==> src/rtl/multdiv_pkg.sv <==
// Shared definitions for the iterative multiply/divide unit: op codes, FSM states, sign helper.
// Helper operates on a fixed wide vector so any WIDTH up to 64 (2*WIDTH <= MD_MAX_W) can use it.
package multdiv_pkg;

   localparam logic OP_MUL = 1'b0;
   localparam logic OP_DIV = 1'b1;

   localparam int MD_MAX_W = 128;

   typedef enum logic [1:0] {
      IDLE = 2'd0,
      RUN  = 2'd1,
      DONE = 2'd2
   } state_e;

   // Two's-complement negate when neg is set; callers zero-extend magnitudes into MD_MAX_W bits.
   function automatic logic [MD_MAX_W-1:0] cond_neg(input logic neg,
                                                    input logic [MD_MAX_W-1:0] v);
      return neg ? (~v + MD_MAX_W'(1)) : v;
   endfunction

endpackage

==> src/rtl/multdiv_div_core.sv <==
// One restoring-divide step on unsigned magnitudes: shift dividend bit into remainder, trial-subtract.
// Purely combinational; the caller registers rem/quo once per cycle.
module multdiv_div_core #(
   parameter int WIDTH = 32
) (
   input  logic [WIDTH-1:0] rem_i,
   input  logic [WIDTH-1:0] quo_i,
   input  logic [WIDTH-1:0] dvs_i,
   output logic [WIDTH-1:0] rem_o,
   output logic [WIDTH-1:0] quo_o
);

   logic [WIDTH:0] shifted;
   logic [WIDTH:0] trial;

   // rem < dvs always holds, so a set MSB of trial can only mean the subtraction went negative.
   assign shifted = {rem_i, quo_i[WIDTH-1]};
   assign trial   = shifted - {1'b0, dvs_i};

   always_comb begin
      rem_o = shifted[WIDTH-1:0];
      quo_o = {quo_i[WIDTH-2:0], 1'b0};
      if (!trial[WIDTH]) begin
         rem_o = trial[WIDTH-1:0];
         quo_o = {quo_i[WIDTH-2:0], 1'b1};
      end
   end

endmodule

==> src/rtl/multdiv_unit.sv <==
// Iterative signed mul/div (radix-2, WIDTH cycles; div-by-zero 1 cycle), valid/ready both sides,
// result held in DONE until out_ready. Divider present only when MULTDIV_DIV_EN is defined.
module multdiv_unit #(
   parameter int WIDTH = 32,
   parameter int TAG_W = 5
) (
   input  logic             clk_i,
   input  logic             rst_ni,
   input  logic             in_valid_i,
   output logic             in_ready_o,
   input  logic             in_op_i,
   input  logic [WIDTH-1:0] in_a_i,
   input  logic [WIDTH-1:0] in_b_i,
   input  logic [TAG_W-1:0] in_tag_i,
   input  logic             flush_i,
   output logic             out_valid_o,
   input  logic             out_ready_i,
   output logic [WIDTH-1:0] out_result_o,
   output logic             out_exception_o,
   output logic [TAG_W-1:0] out_tag_o,
   output logic             busy_o,
   output logic [TAG_W-1:0] busy_tag_o
);
   import multdiv_pkg::*;

   localparam int CNT_W = $clog2(WIDTH);

   state_e           state_q, state_d;
   logic [CNT_W-1:0] cnt_q, cnt_d;
   logic             op_q, op_d, neg_q, neg_d, zero_q, zero_d, exc_q, exc_d;
   logic [WIDTH-1:0] opnd_q, opnd_d, hi_q, hi_d, lo_q, lo_d, result_q, result_d;
   logic [TAG_W-1:0] tag_q, tag_d;

   logic                handshake;
   logic                div_trivial;
   logic [MD_MAX_W-1:0] mag_a_ext, mag_b_ext, fin_ext;
   logic [WIDTH-1:0]    mag_a, mag_b;
   logic [WIDTH:0]      mul_sum;
   logic [WIDTH-1:0]    mul_hi, mul_lo, div_rem, div_quo, step_hi, step_lo;
   logic                fin_ok;
   logic                unused_ok;

   assign handshake = in_valid_i & in_ready_o & ~flush_i;

   assign mag_a_ext = cond_neg(in_a_i[WIDTH-1], MD_MAX_W'(in_a_i));
   assign mag_b_ext = cond_neg(in_b_i[WIDTH-1], MD_MAX_W'(in_b_i));
   assign mag_a     = mag_a_ext[WIDTH-1:0];
   assign mag_b     = mag_b_ext[WIDTH-1:0];
   assign unused_ok = ^{mag_a_ext[MD_MAX_W-1:WIDTH], mag_b_ext[MD_MAX_W-1:WIDTH]};

   // Shift-add: hi accumulates, lo holds the multiplier and collects product low bits.
   assign mul_sum = {1'b0, hi_q} + (lo_q[0] ? {1'b0, opnd_q} : {(WIDTH+1){1'b0}});
   assign mul_hi  = mul_sum[WIDTH:1];
   assign mul_lo  = {mul_sum[0], lo_q[WIDTH-1:1]};

`ifdef MULTDIV_DIV_EN
   multdiv_div_core #(.WIDTH(WIDTH)) u_div_core (
      .rem_i (hi_q),
      .quo_i (lo_q),
      .dvs_i (opnd_q),
      .rem_o (div_rem),
      .quo_o (div_quo)
   );
   assign div_trivial = (in_b_i == '0);
`else
   assign div_rem     = hi_q;
   assign div_quo     = lo_q;
   assign div_trivial = 1'b1;
`endif

   assign step_hi = (op_q == OP_DIV) ? div_rem : mul_hi;
   assign step_lo = (op_q == OP_DIV) ? div_quo : mul_lo;

   // Sign-corrected result in a wide vector: representable iff bits above WIDTH-2 all match.
   assign fin_ext = cond_neg(neg_q, (op_q == OP_DIV) ? MD_MAX_W'(step_lo)
                                                     : MD_MAX_W'({step_hi, step_lo}));
   assign fin_ok  = (&fin_ext[MD_MAX_W-1:WIDTH-1]) | ~(|fin_ext[MD_MAX_W-1:WIDTH-1]);

   always_comb begin
      state_d  = state_q;
      cnt_d    = cnt_q;
      op_d     = op_q;
      neg_d    = neg_q;
      zero_d   = zero_q;
      opnd_d   = opnd_q;
      hi_d     = hi_q;
      lo_d     = lo_q;
      result_d = result_q;
      exc_d    = exc_q;
      tag_d    = tag_q;
      unique case (state_q)
         IDLE: begin
            if (handshake) begin
               state_d = RUN;
               op_d    = in_op_i;
               tag_d   = in_tag_i;
               neg_d   = in_a_i[WIDTH-1] ^ in_b_i[WIDTH-1];
               hi_d    = '0;
               if (in_op_i == OP_DIV) begin
                  // Trivial divides take a single RUN pass that forces result 0 / exception.
                  opnd_d = mag_b;
                  lo_d   = mag_a;
                  zero_d = div_trivial;
                  cnt_d  = div_trivial ? '0 : CNT_W'(WIDTH-1);
               end else begin
                  opnd_d = mag_a;
                  lo_d   = mag_b;
                  zero_d = 1'b0;
                  cnt_d  = CNT_W'(WIDTH-1);
               end
            end
         end
         RUN: begin
            hi_d  = step_hi;
            lo_d  = step_lo;
            cnt_d = cnt_q - CNT_W'(1);
            if (cnt_q == '0) begin
               state_d = DONE;
               cnt_d   = '0;
               if (zero_q) begin
                  result_d = '0;
                  exc_d    = 1'b1;
               end else begin
                  result_d = fin_ext[WIDTH-1:0];
                  exc_d    = ~fin_ok;
               end
            end
         end
         DONE: begin
            if (out_ready_i) state_d = IDLE;
         end
         default: state_d = IDLE;
      endcase
      if (flush_i) begin
         state_d = IDLE;
         cnt_d   = '0;
      end
   end

   always_ff @(posedge clk_i or negedge rst_ni) begin
      if (!rst_ni) begin
         state_q  <= IDLE;
         cnt_q    <= '0;
         op_q     <= OP_MUL;
         neg_q    <= 1'b0;
         zero_q   <= 1'b0;
         exc_q    <= 1'b0;
         opnd_q   <= '0;
         hi_q     <= '0;
         lo_q     <= '0;
         result_q <= '0;
         tag_q    <= '0;
      end else begin
         state_q  <= state_d;
         cnt_q    <= cnt_d;
         op_q     <= op_d;
         neg_q    <= neg_d;
         zero_q   <= zero_d;
         exc_q    <= exc_d;
         opnd_q   <= opnd_d;
         hi_q     <= hi_d;
         lo_q     <= lo_d;
         result_q <= result_d;
         tag_q    <= tag_d;
      end
   end

   assign in_ready_o      = (state_q == IDLE);
   assign out_valid_o     = (state_q == DONE);
   assign out_result_o    = result_q;
   assign out_exception_o = exc_q;
   assign out_tag_o       = tag_q;
   assign busy_o          = (state_q != IDLE);
   assign busy_tag_o      = busy_o ? tag_q : '0;

endmodule

==> config.mk <==
export PLATFORM = sky130hd
export DESIGN_NAME = multdiv_unit
export DESIGN_NICKNAME = d
export VERILOG_FILES = /design/src/rtl/multdiv_pkg.sv /design/src/rtl/multdiv_div_core.sv /design/src/rtl/multdiv_unit.sv
export SDC_FILE = /design/constraint.sdc
export NUM_CORES = 1
export LEC_CHECK = 0
export ABC_AREA = 1
export CORE_MARGIN = 3
export CORE_UTILIZATION = 40
export DETAILED_ROUTE_END_ITERATION = 10
export GPL_TIMING_DRIVEN = 0
export HOLD_SLACK_MARGIN = 0.08
export PLACE_DENSITY = 0.68
export SLEW_MARGIN = 20
export SYNTH_ARGS = -nofsm -noshare
export SYNTH_HDL_FRONTEND = slang
export SYNTH_SLANG_ARGS = --single-unit
==> constraint.sdc <==
create_clock -name clk_i -period 6.6 [get_ports clk_i]
set_input_delay 1.98 -clock clk_i [delete_from_list [all_inputs] [get_ports clk_i]]
set_output_delay 1.98 -clock clk_i [all_outputs]
set_load 0.01 [all_outputs]
==> run_results.csv, run 1 <==
group,metric,value,unit
clocking,clk_pin_slew_worst_paths,0.07,ns
yosys,yosysMostFrequentCell,"nand2_1",
timing,period_needed,5.23,ns
yosys,synthXorXnorAreaFrac,5.00,%
placed_design,dpl_cell_area,0.0153,mm²
floorplanning,ios,121,
clocking,ctsHoldBuffers,0,
run,drv_cap,0,
detailed_routing,ant_nets,0,
yosys,synth_cell_types,52,
timing,setup_viol,0,
yosys,synth_seq_cells,143,
setup_path,critPathRequiredTime,6.91,ns
detailed_routing,wl,52800,µm
yosys,async_flop_share,100,%
placed_design,place_congestion,0.960,
yosys,syn_inst,2263,
global_routing,overflow,0,
yosys,ys.warnings.count,0,
setup_path,path_max_fanout,10,
outcome,run_status,"finished, final reports clean",
clocking,cts.htree.levels,4,
floorplanning,design.core.area,0.0329,mm²
timing,slew_headroom,48.6,%
clocking,post_cts_buffers,0,
clocking,cts_tree,"done",
finish,drive_above_1_share,3.52,%
setup_path,cp-start-kind,"register",
timing,hold_viol,0,
yosys,yosys.area.top_type,"dfrtp_1",
detailed_routing,drc,0,
finish,fin_cells,2857,
timing,max_freq,0.191,GHz
global_routing,grt_pass1_vias,14300,
global_routing,grt_use_total,29.1,%
setup_path,arrival,5.55,ns
hold_path,hp-class,"register to register",
floorplanning,die_y,190,µm
yosys,synth-simple-area-share,38.9,%
finish,area_delta_synth_final,17.6,%
yosys,synth_fa_ha_area_share,3.58,%
clocking,cts_buffers,17,
clocking,clock-sinks,143,
yosys,synth_common_cells,"nand2_1, inv_1, nor2_1, nand3_1, dfrtp_1",
setup_path,worst-setup-path-type,"register to register",
detailed_routing,drtIter0Drc,1206,
setup_path,cp_slowest_cell,"fa_1",
pwr,vdd_drop_max,0.000226,V
finish,final_cell_area,0.0159,mm²
clocking,cts_resized,0,
global_routing,grt_pass1_wl,81000,µm
yosys,ys_top_cells_by_area,"dfrtp_1, nand2_1, inv_1",
timing,fin_crit_sh,79.3,%
timing,slew_viol_final,0,
pwr,leakage,8.30,nW
placed_design,portBuffers,119,
detailed_routing,vias_per_cell,5.33,
timing,rsz0062_at_grt,"no",
timing,finalClockSkew,0.0185,ns
placed_design,hpwl,43500,µm
setup_path,cp_slowest_stage_delay,0.40,ns
yosys,avgSynthCellArea,5.96,µm²
detailed_routing,routedWlPerCell,18.5,µm
yosys,synth_edf_count,0,
setup_path,crit_top_cell,"nand2_1",
yosys,synth_area,0.0135,mm²
floorplanning,initial_core_util,41.1,%
yosys,synth_compound_area_share,13.7,%
placed_design,place_inst,2825,
finish,final_nets,2515,
setup_path,cp_num_buf_inv,5,
yosys,syn-num-nets,2376,
timing,setup_tns,0,ns
floorplanning,rows,66,
yosys,synth_flop_cell,"dfrtp_1",
global_routing,grt_max_degree,87,
finish,insertedDiodeCount,0,
clocking,clk_latency,0.45,ns
clocking,cts-root-buf,"clkbuf_16",
yosys,ys_seq_area_share,26.5,%
yosys,synthDominantCellAreaShare,26.5,%
yosys,synthMuxAreaShare,0,%
floorplanning,dieWidth,190,µm
global_routing,grt_antenna_before_repair,0,
floorplanning,dieArea,0.0360,mm²
setup_path,endpoint_kind,"register",
detailed_routing,first_pass_iters,6,
pwr,powerDensity,379,mW/mm²
timing,worst_pin_slew,0.772,ns
yosys,synth_top_family_by_area,"simple AND/OR/NAND/NOR gates",
detailed_routing,vias,15200,
clocking,cts_buffer_depth,2,
setup_path,crit_family,"simple AND/OR/NAND/NOR gates",
==> layout by cell type (no fill, tap or decap), types with 18 or more instances in the layout <==
master | Yosys | layout
a21oi_1 | 65 | 65
clkbuf_1 | 57 | 59
clkdlybuf4s50_1 | 0 | 118
dfrtp_1 | 143 | 143
ha_1 | 37 | 37
inv_1 | 347 | 347
nand2_1 | 784 | 784
nand3_1 | 150 | 150
nand4_1 | 18 | 18
nor2_1 | 237 | 237
nor3_1 | 30 | 30
o211ai_1 | 35 | 35
o21ai_0 | 121 | 121
xnor2_1 | 27 | 27
xor2_1 | 50 | 50
==> layer usage <==
metal	global-route usage [%]	up-vias	part of all wire, %	routed length, µm
met4	11.1	0	4.3	2250
li1	-	7458	-	-
met5	0	-	0	0
met1	36.5	7056	42	22000
met2	51.4	589	49	25700
met3	3.15	114	5.4	2870
==> worst register-to-register path, delay by kind of cell (launching register included) <==
family / cells / cell delay, ns
AOI/OAI and AO/OA: 1 / 0.12
adders and majority gates: 3 / 0.79
and+or+nand+nor: 27 / 2.96
buffers and inverters: 5 / 0.93
DFF: 1 / 0.32
==> metrics by stage <==
| stage | setup WS (ns) | total power [W] | hold slack, ns | util, % |
|---|---|---|---|---|
| final | 1.37 | 0.00601 | 0.481 | 48.3 |
| after global routing | 0.801 | 0.00650 | 0.513 | 48.3 |
| after floorplan | 2.45 | 0.00373 | 0.456 | - |
| after CTS | 1.36 | 0.00597 | 0.485 | 48.3 |
| after detailed placement | 1.16 | 0.00493 | 0.465 | 46.5 |
| after global placement | -2.63 | 0.00488 | 0.467 | 46.4 |
==> sequential cells by signal (all words and copies together) (netlist names) <==
| name | count |
|---|---|
| out_exception_o | 1 |
| opnd_q | 32 |
| state_q | 2 |
| div_quo | 32 |
| out_tag_o | 5 |
| cnt_q | 5 |
| out_result_o | 32 |
| div_rem | 32 |
| op_q | 1 |
| neg_q | 1 |
==> cells by family (layout without fill, tap and decap cells) <==
| family | after synthesis | count (layout) |
|---|---|---|
| buffers and inverters | 428 | 580 |
| AO/OA/AOI/OAI | 305 | 305 |
| AND/OR/NAND/NOR | 1272 | 1272 |
| adder cells (fa/ha/maj) | 38 | 38 |
| XOR/XNOR | 77 | 77 |
| flip-flops | 143 | 143 |
==> power by group <==
| group | switching (W) | total, W | internal, W |
|---|---|---|---|
| clock | 0.000451 | 0.00103 | 0.000578 |
| combinational | 0.00231 | 0.00348 | 0.00117 |
| sequential | 0.000280 | 0.00149 | 0.00122 |
==> layout make-up <==
cell class | count | area [µm²]
fillers | 3502 | 17000
multi-input cells | 1692 | 8260
flip-flops and latches | 143 | 3580
inverters | 358 | 1340
repair buffers | 120 | 1220
well taps | 442 | 553
clock buffers | 20 | 447
plain buffers | 70 | 314
clock inverters | 12 | 149
==> path summary, 6_finish.rpt <==
check | from | end | slack, ns | cells after the start
setup / recovery | div_quo[0]$_DFFE_PN0P_ | out_exception_o$_DFFE_PN0P_ | 1.37 | 36
hold / removal | out_result_o[20]$_DFFE_PN0P_ | out_result_o[20]$_DFFE_PN0P_ | 0.48 | 2
setup reg to reg | div_quo[0]$_DFFE_PN0P_ | out_exception_o$_DFFE_PN0P_ | 1.37 | 36
hold reg to reg | out_result_o[20]$_DFFE_PN0P_ | out_result_o[20]$_DFFE_PN0P_ | 0.48 | 2
max in group asynchronous | rst_ni | state_q[0]$_DFFE_PN0P_ | 4.33 | 2
min in group asynchronous | rst_ni | div_rem[29]$_DFFE_PN0P_ | 1.48 | 1
No activity file was read; power rests on OpenSTA's default activity.
==> inputs of run 2 (changes only) <==
PLACE_DENSITY = 0.7   (was 0.68)
clock period = 4.8 ns   (was 6.6 ns; I/O delays follow)
==> run_results.csv, run 2 (synthesized netlist as in run 1, its figures left out) <==
group,metric,value,unit
setup_path,path_max_fanout,10,
timing,fin_crit_sh,93.3,%
pwr,powerDensity,519,mW/mm²
finish,final_nets,2515,
clocking,cts_tree,"done",
pwr,share_seq_of_total_power,24.5,%
timing,finalClockSkew,0.0122,ns
clocking,cts-root-buf,"clkbuf_16",
clocking,cts_buffers,17,
global_routing,grt_max_degree,81,
clocking,clk_latency,0.45,ns
pwr,leakage,8.34,nW
clocking,clk_pin_slew_worst_paths,0.07,ns
floorplanning,dieArea,0.0360,mm²
detailed_routing,wl,52100,µm
timing,hold_viol,0,
finish,final_cell_mix,"nand2_1, inv_1, nor2_1",
global_routing,grt_use_total,29.0,%
clocking,cts.htree.levels,4,
finish,drive_above_1_share,4.97,%
timing,slew_headroom,48.0,%
placed_design,portBuffers,119,
detailed_routing,first_pass_iters,7,
timing,setup_tns,0,ns
floorplanning,design.core.area,0.0329,mm²
finish,multi_input_area,0.00840,mm²
finish,fillers,3458,
finish,insertedDiodeCount,0,
detailed_routing,drc,0,
setup_path,cp-start-kind,"register",
floorplanning,ios,121,
floorplanning,dieWidth,190,µm
global_routing,overflow,0,
timing,setup_viol,0,
global_routing,grt_pass1_wl,81600,µm
setup_path,cp_slowest_cell,"dfrtp_2",
finish,layout_commonest_cell,"nand2_1",
setup_path,crit_top_cell,"nand2_1",
setup_path,critPathRequiredTime,5.12,ns
detailed_routing,routedWlPerCell,18.2,µm
finish,ff_latch_area,0.00358,mm²
timing,slew_viol_final,0,
placed_design,place_congestion,1.01,
setup_path,worst-setup-path-type,"register to register",
pwr,total_power,0.00832,W
detailed_routing,vias_per_cell,5.35,
global_routing,grt_pass1_vias,14700,
timing,worst_pin_slew,0.780,ns
detailed_routing,drtIter0Drc,1373,
setup_path,arrival,4.79,ns
placed_design,hpwl,42300,µm
pwr,vdd_drop_max,0.000322,V
pwr,p_switching,0.00429,W
pwr,pwr-share-clk,17.0,%
hold_path,hp-class,"register to register",
detailed_routing,ant_nets,0,
floorplanning,rows,66,
setup_path,endpoint_kind,"register",
timing,max_freq,0.223,GHz
finish,area_delta_synth_final,18.8,%
detailed_routing,vias,15300,
pwr,p_sw_share,51.6,%
clocking,clock-sinks,143,
floorplanning,die_y,190,µm
pwr,intPower,0.00403,W
clocking,cts_buffer_depth,2,
global_routing,grt_antenna_before_repair,0,
setup_path,reg2regPathDepth,34,
run,drv_cap,0,
timing,period_needed,4.48,ns
floorplanning,initial_core_util,41.1,%
outcome,run_status,"finished, final reports clean",
pwr,pwr-share-comb,58.5,%
setup_path,cp_slowest_stage_delay,0.45,ns
hold_path,holdPathStages,2,
run 2: changes by cell type in the layout (fill, tap and decap cells not counted), sizes merged:
cell,delta
buf,+2
bufinv,-2
clkbuf,-5
clkinv,+3
clkinvlp,-1
inv,+3
run 2: path summary, 6_finish.rpt:
check	startpoint	to	slack, ns
setup / recovery	div_quo[0]$_DFFE_PN0P_	out_exception_o$_DFFE_PN0P_	0.32
hold / removal	out_result_o[7]$_DFFE_PN0P_	out_result_o[7]$_DFFE_PN0P_	0.48
setup reg to reg	div_quo[0]$_DFFE_PN0P_	out_exception_o$_DFFE_PN0P_	0.32
hold reg to reg	out_result_o[7]$_DFFE_PN0P_	out_result_o[7]$_DFFE_PN0P_	0.48
max in group asynchronous	rst_ni	div_quo[0]$_DFFE_PN0P_	3.01
min in group asynchronous	rst_ni	div_rem[18]$_DFFE_PN0P_	1.00
run 2: what timing repair did:
| action | 4_1_cts | 5_1_grt |
|---|---|---|
| hold buffers | 0 | 0 |
| endpoints found under the setup margin | 1 | 1 |
| setup buffers | 0 | 1 |
| gates resized for setup | 10 | 34 |
| pin swaps | 0 | 1 |
run 2: area by class of cell:
cell class,instances,share of cell area (%)
Sequential cell,143,22.3
Multi-Input combinational cell,1692,52.4
Inverter,358,8.38
Tap cell,442,3.45
Buffer,69,2.00
Clock inverter,15,1.18
Clock buffer,17,2.65
Timing Repair Buffer,121,7.68
run 2: critical path, delay by kind of cell, from the launching register on:
kind                     cells  cell delay, ns
AND/OR/NAND/NOR             25            2.52
AO/OA/AOI/OAI                1            0.08
adder cells (fa/ha/maj)      3            0.79
flip-flops                   1            0.45
buffers and inverters        5            0.51
run 2: power groups by stage:
stage                     sequential (W)  clock [W]  combinational [W]
after global placement           0.00203          0            0.00465
after global routing             0.00210    0.00147            0.00546
after detailed placement         0.00204          0            0.00471
after floorplan                  0.00198          0            0.00316
final                            0.00204    0.00141            0.00486
after CTS                        0.00203    0.00142            0.00475
run 2: metal layers:
layer	wire (µm)	part of all wire (%)	global-route usage, %	vias up
met5	0	0	0	-
met4	2340	4.5	12.5	0
met3	3190	6.1	2.97	131
met2	24900	48	50.0	630
met1	21700	42	37.0	7058
li1	-	-	-	7456
run 2: metrics by stage:
step	cells	utilization, %	setup WS [ns]	cell area (µm²)	hold slack [ns]
3_3_place_gp	2824	46.4	-3.85	15200	0.467
6_report	2857	48.8	0.323	16000	0.483
2_1_floorplan	2263	-	1.01	13500	0.456
3_5_place_dp	2825	46.5	-0.462	15300	0.466
5_1_grt	2857	48.8	-0.0381	16000	0.521
4_1_cts	2856	48.4	0.0570	15900	0.487
==> inputs of run 3 (changes only) <==
ABC_AREA = not set   (was 1)
CELL_PAD_IN_SITES_DETAIL_PLACEMENT = 1   (was not set)
CELL_PAD_IN_SITES_GLOBAL_PLACEMENT = 1   (was not set)
PLACE_DENSITY = 0.88   (was 0.7)
==> run_results.csv, run 3 <==
group,metric,value,unit
pwr,intPower,0.00497,W
timing,max_freq,0.156,GHz
clocking,cts.htree.levels,4,
yosys,synth_fa_ha_area_share,3.95,%
hold_path,hp-class,"register to register",
clocking,ctsHoldBuffers,0,
detailed_routing,vias,14100,
finish,drive_above_1_share,14.2,%
finish,layout_commonest_cell,"nand2_1",
detailed_routing,routedWlPerCell,25.8,µm
pwr,powerDensity,625,mW/mm²
setup_path,cp_slowest_cell,"dfrtp_2",
setup_path,cp_slowest_stage_delay,0.49,ns
timing,fin_crit_sh,133,%
clocking,clk_latency,0.45,ns
global_routing,grt_pass1_wl,82700,µm
global_routing,grt_pass1_vias,14500,
yosys,synth_seq_cells,143,
pwr,share_seq_of_total_power,22.1,%
floorplanning,dieArea,0.0327,mm²
setup_path,critPathRequiredTime,5.10,ns
finish,final_nets,1864,
finish,area_delta_synth_final,27.4,%
placed_design,hpwl,38300,µm
yosys,synth_edf_count,0,
pwr,p_switching,0.00476,W
detailed_routing,drtIter0Drc,1574,
pwr,leakage,6.44,nW
yosys,yosysMostFrequentCell,"nand2_1",
clocking,cts_buffers,17,
yosys,synth-simple-area-share,24.5,%
floorplanning,rows,63,
yosys,ys_seq_area_share,29.3,%
yosys,avgSynthCellArea,7.85,µm²
yosys,synth_flop_cell,"dfrtp_1",
yosys,synth_common_cells,"nand2_1, o21ai_0, dfrtp_1, nor2_1, a21oi_1",
finish,insertedDiodeCount,0,
floorplanning,design.core.area,0.0299,mm²
setup_path,endpoint_kind,"register",
floorplanning,dieWidth,181,µm
timing,worst_pin_slew,1.14,ns
timing,setup_viol,1,
placed_design,pre_cts_slack,-2.88,ns
setup_path,cp-start-kind,"register",
yosys,ys_top_cells_by_area,"dfrtp_1, o21ai_0, nand2_1",
yosys,synthXorXnorAreaFrac,8.03,%
clocking,clock-sinks,143,
yosys,synth_compound_area_share,27.1,%
floorplanning,die_y,181,µm
yosys,ys.warnings.count,0,
global_routing,overflow,0,
timing,finalClockSkew,0.0163,ns
global_routing,grt_use_total,31.8,%
detailed_routing,vias_per_cell,6.55,
outcome,run_status,"finished, violations left",
placed_design,place_congestion,0.985,
yosys,syn_inst,1555,
setup_path,worst-setup-path-type,"register to register",
pwr,pwr-share-clk,15.0,%
yosys,synthMuxAreaShare,2.31,%
detailed_routing,ant_nets,0,
yosys,syn-num-nets,1668,
yosys,synth_cell_types,100,
setup_path,crit_top_cell,"buf_4",
floorplanning,initial_core_util,40.9,%
yosys,yosys.area.top_type,"dfrtp_1",
finish,fillers,3541,
yosys,synthDominantCellAreaShare,29.3,%
clocking,cts_buffer_depth,2,
setup_path,path_max_fanout,10,
global_routing,grt_max_degree,93,
timing,slew_headroom,23.5,%
timing,setup_ws,-1.59,ns
yosys,synth_area,0.0122,mm²
yosys,synth_top_family_by_area,"compound AO/OA/AOI/OAI gates",
clocking,clk_pin_slew_worst_paths,0.06,ns
pwr,vdd_drop_max,0.000314,V
outcome,failed_checks,"setup timing",
detailed_routing,first_pass_iters,9,
timing,setup_tns,-1.59,ns
clocking,cts_tree,"done",
floorplanning,ios,121,
pwr,pwr-share-comb,62.9,%
yosys,async_flop_share,100,%
clocking,cts-root-buf,"clkbuf_16",
detailed_routing,drc,0,
detailed_routing,wl,55600,µm
timing,period_needed,6.39,ns
timing,rsz0062_at_grt,"yes",
pwr,p_sw_share,48.9,%
run,drv_cap,0,
setup_path,arrival,6.69,ns
timing,slew_viol_final,0,
finish,final_cell_mix,"nand2_1, o21ai_0, dfrtp_1",
global_routing,grt_antenna_before_repair,1,
placed_design,portBuffers,118,
timing,hold_viol,0,
[run 3: worst paths after layout]
check,start,cells after the start,endpoint,slack [ns]
worst max-delay path,div_quo[0]$_DFFE_PN0P_,34,out_exception_o$_DFFE_PN0P_,-1.59
worst max register to register,div_quo[0]$_DFFE_PN0P_,34,out_exception_o$_DFFE_PN0P_,-1.59
worst min register to register,opnd_q[6]$_DFFE_PN0P_,2,opnd_q[6]$_DFFE_PN0P_,0.48
worst min-delay path,opnd_q[6]$_DFFE_PN0P_,2,opnd_q[6]$_DFFE_PN0P_,0.48
min in group asynchronous,rst_ni,1,out_result_o[14]$_DFFE_PN0P_,0.91
max in group asynchronous,rst_ni,2,out_tag_o[0]$_DFFE_PN0P_,3.03
[run 3: routing by layer]
metal	routed length (µm)	track usage, %
met2	26100	53.2
met5	13	0
met3	4550	5.32
met4	3650	18.3
met1	21300	38.7
[run 3: power groups by stage]
stage | registers (W) | clock network (W) | logic, W
after CTS | 0.00210 | 0.00145 | 0.00553
after global routing | 0.00219 | 0.00150 | 0.00645
final | 0.00215 | 0.00146 | 0.00612
after floorplan | 0.00203 | 0 | 0.00318
after detailed placement | 0.00210 | 0 | 0.00482
after global placement | 0.00206 | 0 | 0.00460
[run 3: metrics by stage]
stage               std cells  instance area [µm²]  hold slack (ns)  total power (W)  util, %
CTS                      2136                15200            0.487          0.00909     51.0
floorplan                1555                12200            0.442          0.00520        -
global route             2152                15600            0.504           0.0101     52.1
global placement         2063                13900            0.462          0.00667     46.5
detailed placement       2064                13900            0.474          0.00692     46.7
finish                   2152                15600            0.480          0.00973     52.1
[run 3: logic make-up (layout without fill, tap and decap cells)]
family                     Yosys count  count (layout)
DFF                                143             143
and+or+nand+nor                    595             595
muxes                               23              23
AOI/OAI and AO/OA                  515             515
adders and majority gates           38              38
buffers and inverters              129             336
xor gates and xnor gates           112             112
[run 3: cell type report]
cell class              instances  area, µm²  area share [%]
plain buffers                  95        508            3.27
inverters                      32        120           0.772
clock buffers                  20        457            2.94
repair buffers                179       1670            10.7
well taps                     390        488            3.14
multi-input cells            1283       8570            55.1
flip-flops and latches        143       3580            23.0
clock inverters                10        160            1.03
[run 3: repair_timing]
item                                    in CTS  in global routing
endpoints found under the hold margin        0                  0
pin swaps                                   33                 34
buffers inserted                            41                 18
resized for setup                           84                 52
endpoints found under the setup margin      15                  6
gates cloned                                 1                  0
[run 3: worst max-delay path, delay by kind of cell, from the launching register on]
family / cells / cell delay, ns
muxes: 1 / 0.36
AOI/OAI and AO/OA: 5 / 1.13
DFF: 1 / 0.49
buffers and inverters: 19 / 2.43
and+or+nand+nor: 8 / 1.50
adders and majority gates: 1 / 0.32
